**config.mk**
```make
export PLATFORM = sky130hd
export DESIGN_NAME = bhand_fifo_age
export DESIGN_NICKNAME = d
export VERILOG_FILES = /design/src/rtl/bhand_pkg.sv /design/src/rtl/bhand_age_ctr.sv /design/src/rtl/bhand_fifo_age.sv
export SDC_FILE = /design/constraint.sdc
export NUM_CORES = 1
export LEC_CHECK = 0
export CORE_MARGIN = 5
export CORE_UTILIZATION = 50
export CTS_CLUSTER_DIAMETER = 60
export DETAILED_ROUTE_END_ITERATION = 7
export HOLD_SLACK_MARGIN = 0.05
export PLACE_DENSITY_LB_ADDON = 0.12
export SLEW_MARGIN = 20
export SYNTH_ARGS = -nofsm -noshare
export SYNTH_HDL_FRONTEND = slang
export SYNTH_SLANG_ARGS = --single-unit
```
**constraint.sdc**
```tcl
create_clock -name clk -period 5.7 [get_ports clk]
set_input_delay 1.14 -clock clk [delete_from_list [all_inputs] [get_ports clk]]
set_output_delay 1.14 -clock clk [all_outputs]
set_load 0.03 [all_outputs]
```
**src/rtl/bhand_pkg.sv**
```systemverilog
// ---------------------------------------------------------------------------
// bhand_pkg
// Shared helpers for the bhand FIFO slice.
//   clog2   : ceiling log2. Sizes the pointers and the occupancy counter.
//   age_inc : adds a 0/1 strobe to an age value of a given width. At all-ones
//             the result either sticks (saturate) or rolls over to zero.
// ---------------------------------------------------------------------------
package bhand_pkg;

  // Widest age counter the increment helper can handle.
  localparam int AGE_CALC_W = 32;

  // Smallest number of bits that can hold 'value' distinct codes.
  function automatic int clog2(input int value);
    int result;
    result = 0;
    for (int i = 0; i < 32; i++) begin
      if ((64'd1 << i) < 64'(value)) result = i + 1;
    end
    return result;
  endfunction

  // The caller passes 'value' zero-extended and truncates the result back to
  // 'width' bits. An all-ones value is the only case where the two policies
  // (saturate or wrap) give different results.
  function automatic logic [AGE_CALC_W-1:0] age_inc(
    input logic [AGE_CALC_W-1:0] value,
    input logic                  inc,
    input int                    width,
    input bit                    saturate
  );
    logic [AGE_CALC_W-1:0] max_val;
    logic [AGE_CALC_W-1:0] cur;
    max_val = {AGE_CALC_W{1'b1}} >> (AGE_CALC_W - width);
    cur     = value & max_val;
    age_inc = cur;
    if (inc) begin
      if (cur == max_val) age_inc = saturate ? max_val : '0;
      else                age_inc = cur + 1'b1;
    end
  endfunction

endpackage

```
**src/rtl/bhand_age_ctr.sv**
```systemverilog
// ---------------------------------------------------------------------------
// bhand_age_ctr
// Age register for one FIFO slot. When the slot is written, the register
// loads the incoming age. On every other cycle it ages by the global strobe.
// Ports:
//   clk, rst_n : clock and asynchronous active-low reset
//   load       : this slot is being written this cycle
//   load_val   : initial age of the item being written
//   inc        : global age-increment strobe (cnt_en)
//   count      : current age stored in this slot
// ---------------------------------------------------------------------------
module bhand_age_ctr
  import bhand_pkg::*;
#(
  parameter int COUNT_WIDTH = 4,
  parameter int SATURATE    = 0
) (
  input  logic                   clk,
  input  logic                   rst_n,
  input  logic                   load,
  input  logic [COUNT_WIDTH-1:0] load_val,
  input  logic                   inc,
  output logic [COUNT_WIDTH-1:0] count
);

  logic [COUNT_WIDTH-1:0] next_count;

  // A freshly written item already sees this cycle's strobe, so the load path
  // and the hold path share the same increment.
  always_comb begin
    next_count = COUNT_WIDTH'(age_inc(AGE_CALC_W'(load ? load_val : count),
                                      inc, COUNT_WIDTH, SATURATE != 0));
  end

  // Age register for this slot.
  always_ff @(posedge clk or negedge rst_n) begin
    if (!rst_n) count <= '0;
    else        count <= next_count;
  end

endmodule

```
**src/rtl/bhand_fifo_age.sv**
```systemverilog
// ---------------------------------------------------------------------------
// bhand_fifo_age
// Register-array FIFO with valid/ready handshakes on both sides. It has an
// optional per-entry age counter, and the head entry's age is shown on ocount.
// Ports:
//   clk, rst_n                  : clock and asynchronous active-low reset
//   idata, idata_vld, idata_rdy : upstream handshake (idata_rdy = !full)
//   odata, odata_vld, odata_rdy : downstream handshake (odata_vld = !empty)
//   cnt_en                      : global age-increment strobe
//   icount                      : initial age of the incoming item
//   ocount                      : age of the head entry
//   level, full, empty          : occupancy status
// Both ready and valid come from the occupancy register only. This means
// neither handshake side has a combinational path to the other.
// ---------------------------------------------------------------------------
module bhand_fifo_age
  import bhand_pkg::*;
#(
  parameter int DATA_WIDTH   = 8,
  parameter int DEPTH        = 4,
  parameter int ENABLE_COUNT = 0,
  parameter int COUNT_WIDTH  = 4,
  parameter int SATURATE     = 0
) (
  input  logic                         clk,
  input  logic                         rst_n,
  input  logic [DATA_WIDTH-1:0]        idata,
  input  logic                         idata_vld,
  output logic                         idata_rdy,
  output logic [DATA_WIDTH-1:0]        odata,
  output logic                         odata_vld,
  input  logic                         odata_rdy,
  input  logic                         cnt_en,
  input  logic [COUNT_WIDTH-1:0]       icount,
  output logic [COUNT_WIDTH-1:0]       ocount,
  output logic [clog2(DEPTH+1)-1:0]    level,
  output logic                         full,
  output logic                         empty
);

  localparam int PTR_W = clog2(DEPTH);
  localparam int LVL_W = clog2(DEPTH + 1);
  localparam logic [PTR_W-1:0] LAST_PTR = PTR_W'(DEPTH - 1);
  localparam logic [LVL_W-1:0] FULL_LVL = LVL_W'(DEPTH);

  logic [DATA_WIDTH-1:0] mem [DEPTH];
  logic [PTR_W-1:0]      wr_ptr;
  logic [PTR_W-1:0]      rd_ptr;
  logic [LVL_W-1:0]      level_q;
  logic                  push;
  logic                  pop;

  // Pointers wrap explicitly at DEPTH-1, so DEPTH does not have to be a
  // power of two.
  function automatic logic [PTR_W-1:0] ptr_inc(input logic [PTR_W-1:0] p);
    return (p == LAST_PTR) ? '0 : p + PTR_W'(1);
  endfunction

  assign level     = level_q;
  assign full      = (level_q == FULL_LVL);
  assign empty     = (level_q == '0);
  assign idata_rdy = !full;
  assign odata_vld = !empty;
  assign push      = idata_vld && idata_rdy;
  assign pop       = odata_vld && odata_rdy;

  // Pointer and occupancy bookkeeping. When push and pop happen together,
  // both pointers advance and the level stays the same. When the FIFO is
  // full, push is already blocked, so a pop frees a slot that only becomes
  // writable on the next cycle.
  always_ff @(posedge clk or negedge rst_n) begin
    if (!rst_n) begin
      wr_ptr  <= '0;
      rd_ptr  <= '0;
      level_q <= '0;
    end else begin
      if (push) wr_ptr <= ptr_inc(wr_ptr);
      if (pop)  rd_ptr <= ptr_inc(rd_ptr);
      case ({push, pop})
        2'b10:   level_q <= level_q + LVL_W'(1);
        2'b01:   level_q <= level_q - LVL_W'(1);
        default: level_q <= level_q;
      endcase
    end
  end

  // Payload storage is not reset. Stale contents are never shown, because
  // odata is masked whenever the FIFO is empty.
  always_ff @(posedge clk) begin
    if (push) mem[wr_ptr] <= idata;
  end

  assign odata = odata_vld ? mem[rd_ptr] : '0;

  generate
    if (ENABLE_COUNT != 0) begin : g_age
      logic [COUNT_WIDTH-1:0] age [DEPTH];

      for (genvar i = 0; i < DEPTH; i++) begin : g_slot
        bhand_age_ctr #(
          .COUNT_WIDTH (COUNT_WIDTH),
          .SATURATE    (SATURATE)
        ) u_ctr (
          .clk      (clk),
          .rst_n    (rst_n),
          .load     (push && (wr_ptr == PTR_W'(i))),
          .load_val (icount),
          .inc      (cnt_en),
          .count    (age[i])
        );
      end

      assign ocount = odata_vld ? age[rd_ptr] : '0;
    end else begin : g_no_age
      logic unused_age_inputs;
      assign unused_age_inputs = ^{icount, cnt_en};
      assign ocount = '0;
    end
  endgenerate

endmodule

```
==> metrics.md <==
| Metric | Value |
|---|---|
| Status | `finished clean` |
| Critical path arrival | `roughly 2400 ps` |
| Worst-Margin Slew | `roughly 600 ps` |
| Cell area after synthesis | `roughly 1700 sq um` |
| Synth cell types | `21` |
| Pre-CTS WS | `~2500 ps` |
| Ys flop type | `edfxtp_1` |
| Clock power share | `12.5%` |
| WL/cell | `14.7 um` |
| Row count | `21` |
| Crit-path max FO | `11` |
| Vias | `roughly 830` |
| RSZ-0062 raised after global routing | `false` |
| Die Wd | `slightly below 70 um` |
| Most frequent cells in the layout | `edfxtp_1 (32), clkdlybuf4s50_1 (26), and2_1 (12)` |
| Routed WL | `approximately 2500 um` |
| F_max | `around 280 MHz` |
| DP HPWL | `approximately 1800 um` |
| Post-synth ARST share | `17.9%` |
| Root buffer cell | `clkbuf_4` |
| First-pass GRT wire length | `approximately 4300 um` |
| Maximum vdd drop | `approximately 0.00028 V` |
| Rel. slew slack | `59.3%` |
| Syn_area_per_cell | `around 17 sq um` |
| Critical setup path kind | `flop to output port` |
| Post-route ant nets | `0` |
| Largest net degree at the start of global routing | `13` |
| Net Sw Power | `0.414 mW` |
| Slowest stage cell, crit path | `dfrtp_1` |
| CP max stage delay | `740 ps` |
| Final net count | `150` |
| Gr usage total | `a little over an eighth` |
| Mapped Cells | `a little under 100` |
| Critical Path, Cell by Cell | `mux4_2 > and2_1 > clkdlybuf4s50_1` |
| Clock sink total | `39` |
| Setup bufs post-CTS | `0` |
| Most common cell after layout, fill and taps aside | `edfxtp_1` |
| Remaining Overflow, GRT | `0` |
| Fin. Hold Viols | `0` |
| Tcrit/Tclk final | `between 60% and 70%` |
| CTS Buf Count | `5` |
| Gate power share | `about 48%` |
| Shortest period the worst path allows | `between 3000 and 4000 ps` |
| I/O Pins | `36` |
| Max Slew Vio Count | `0` |
| Leakage | `between 0.7 and 0.8 nW` |
| Iter 0 DRT Violations | `38` |
| Top routing layer used | `met4` |
| Die Y | `68.2 um` |
| Crit. End Element | `output port` |
| Fin Setup TNS | `0 ps` |
| Crit path launch type | `flop` |
| CTS max path bufs | `2` |
| Max-Cap Viols | `0` |
| Antenna violations before repair | `0` |
| Antenna cells | `0` |
| Area Overhead vs Synth | `20.5%` |
| WHS | `a little over 500 ps` |
| Switching share of power | `36.9%` |
| Gpl congestion | `roughly 0.77` |
| Hold Crit Class | `flop to flop` |
| Setup-failing EPs final | `0` |
| Fraction of layout instances using a drive strength above 1 | `16.5%` |
| H-tree levels | `2` |
| DR pass1 iterations | `3` |
| Clk_lat worst skew | `approximately 320 ps` |
| PwrDens | `between 500 and 600 nW/um^2` |
| Core box area | `3310 sq um` |
| Pwr Total | `roughly 1.1 mW` |
| Seq cells post-synth | `39` |
| Final worst slack | `about 2200 ps` |
| # resized after CTS | `0` |
| Vias per cell | `~4.8` |
| EDFF count, synth | `32` |
| Yosys warns | `0` |
| Met2 wire len | `approximately 1300 um` |
| Post-synthesis sequential area ratio | `about two thirds` |
| Starting Density | `roughly half` |
| Drt drc | `0` |
| Die area | `~4600 sq um` |
| I/O Buffers | `26` |
| Reg power frac | `39.9%` |
| P_int | `between 0.7 and 0.8 mW` |
| Routed wl met3 | `roughly 170 um` |
| CP required | `4560 ps` |
| Met1 WL | `between 1000 and 1500 um` |
| Layout Skew | `5.52 ps` |
| Hold-fix buffers, CTS | `0` |
| CTS tree | `done` |
| FF-to-FF setup slack | `roughly 3500 ps` |
| Vias in the first global route | `942` |
| Clock-pin slew on the worst setup and hold paths | `about 100 ps` |
registers in the layout, indices dropped and copies added, names as in the netlist:
name    count
level       3
mem        32
wr_ptr      2
rd_ptr      2
worst paths after layout:
check	from	cells past startpoint	end
setup / recovery	rd_ptr[0]$_DFFE_PN0P_	3	odata[7]
hold / removal	level[2]$_DFFE_PN0P_	1	level[2]$_DFFE_PN0P_
setup reg to reg	level[0]$_DFFE_PN0P_	6	level[1]$_DFFE_PN0P_
hold reg to reg	level[2]$_DFFE_PN0P_	1	level[2]$_DFFE_PN0P_
max in group asynchronous	rst_n	1	wr_ptr[0]$_DFFE_PN0P_
min in group asynchronous	rst_n	1	rd_ptr[0]$_DFFE_PN0P_
synthesized netlist by cell type (all sizes together), types with 2 or more instances:
cell type | instances | area share, %
ha | 6 | 4.4
mux4 | 8 | 11
inv | 8 | 1.8
edfxtp | 32 | 57
clkbuf | 2 | 0.44
dfrtp | 7 | 10
and2 | 13 | 5.0
nor2 | 3 | 0.67
xor2 | 2 | 1.0
buf | 5 | 2.1
mux2 | 4 | 3.1
stage by stage:
step | std cells | utilization, % | cell area [sq um]
2_1_floorplan | 100 | - | 1700
3_3_place_gp | 165 | 59.8 | 1980
3_5_place_dp | 165 | 59.8 | 1980
4_1_cts | 173 | 61.6 | 2040
5_1_grt | 173 | 61.6 | 2040
6_report | 173 | 61.6 | 2040
power by group through the flow:
stage	sequential, mW	combinational, mW	clock [mW]
after floorplan	0.438	0.370	0
after global placement	0.452	0.531	0
after detailed placement	0.455	0.542	0
after CTS	0.448	0.543	0.144
after global routing	0.457	0.585	0.161
final	0.447	0.535	0.140
cells by family after synthesis:
| kind of cell | Yosys count | synth area share (%) |
|---|---|---|
| buf+inv | 15 | 4.29 |
| mux | 13 | 14.3 |
| simple gates | 19 | 6.80 |
| flops | 39 | 67.2 |
| other cells | 1 | 0.222 |
| fa+ha+maj | 7 | 5.62 |
| xor+xnor | 3 | 1.55 |
per-layer routing:
layer	vias to the layer above	track usage, %
met2	26	22.9
met3	2	5.75
met5	-	0
met1	403	15.0
met4	0	5.21
li1	398	-
final cells by class:
cell class              count  area, sq um
clock inverters             1         5.00
clock buffers               7         55.1
well taps                  46         57.6
flip-flops and latches     39         1140
inverters                   8         30.0
multi-input cells          46          494
fillers                   263         1270
repair buffers             26          260
worst max-delay path, delay by kind of cell, from the launching register on:
kind,cells,cell delay [ps]
flip-flops,1,740
buffers and inverters,1,580
multiplexers,1,570
AND/OR/NAND/NOR,1,170
Power figures use the tool's default switching activity.
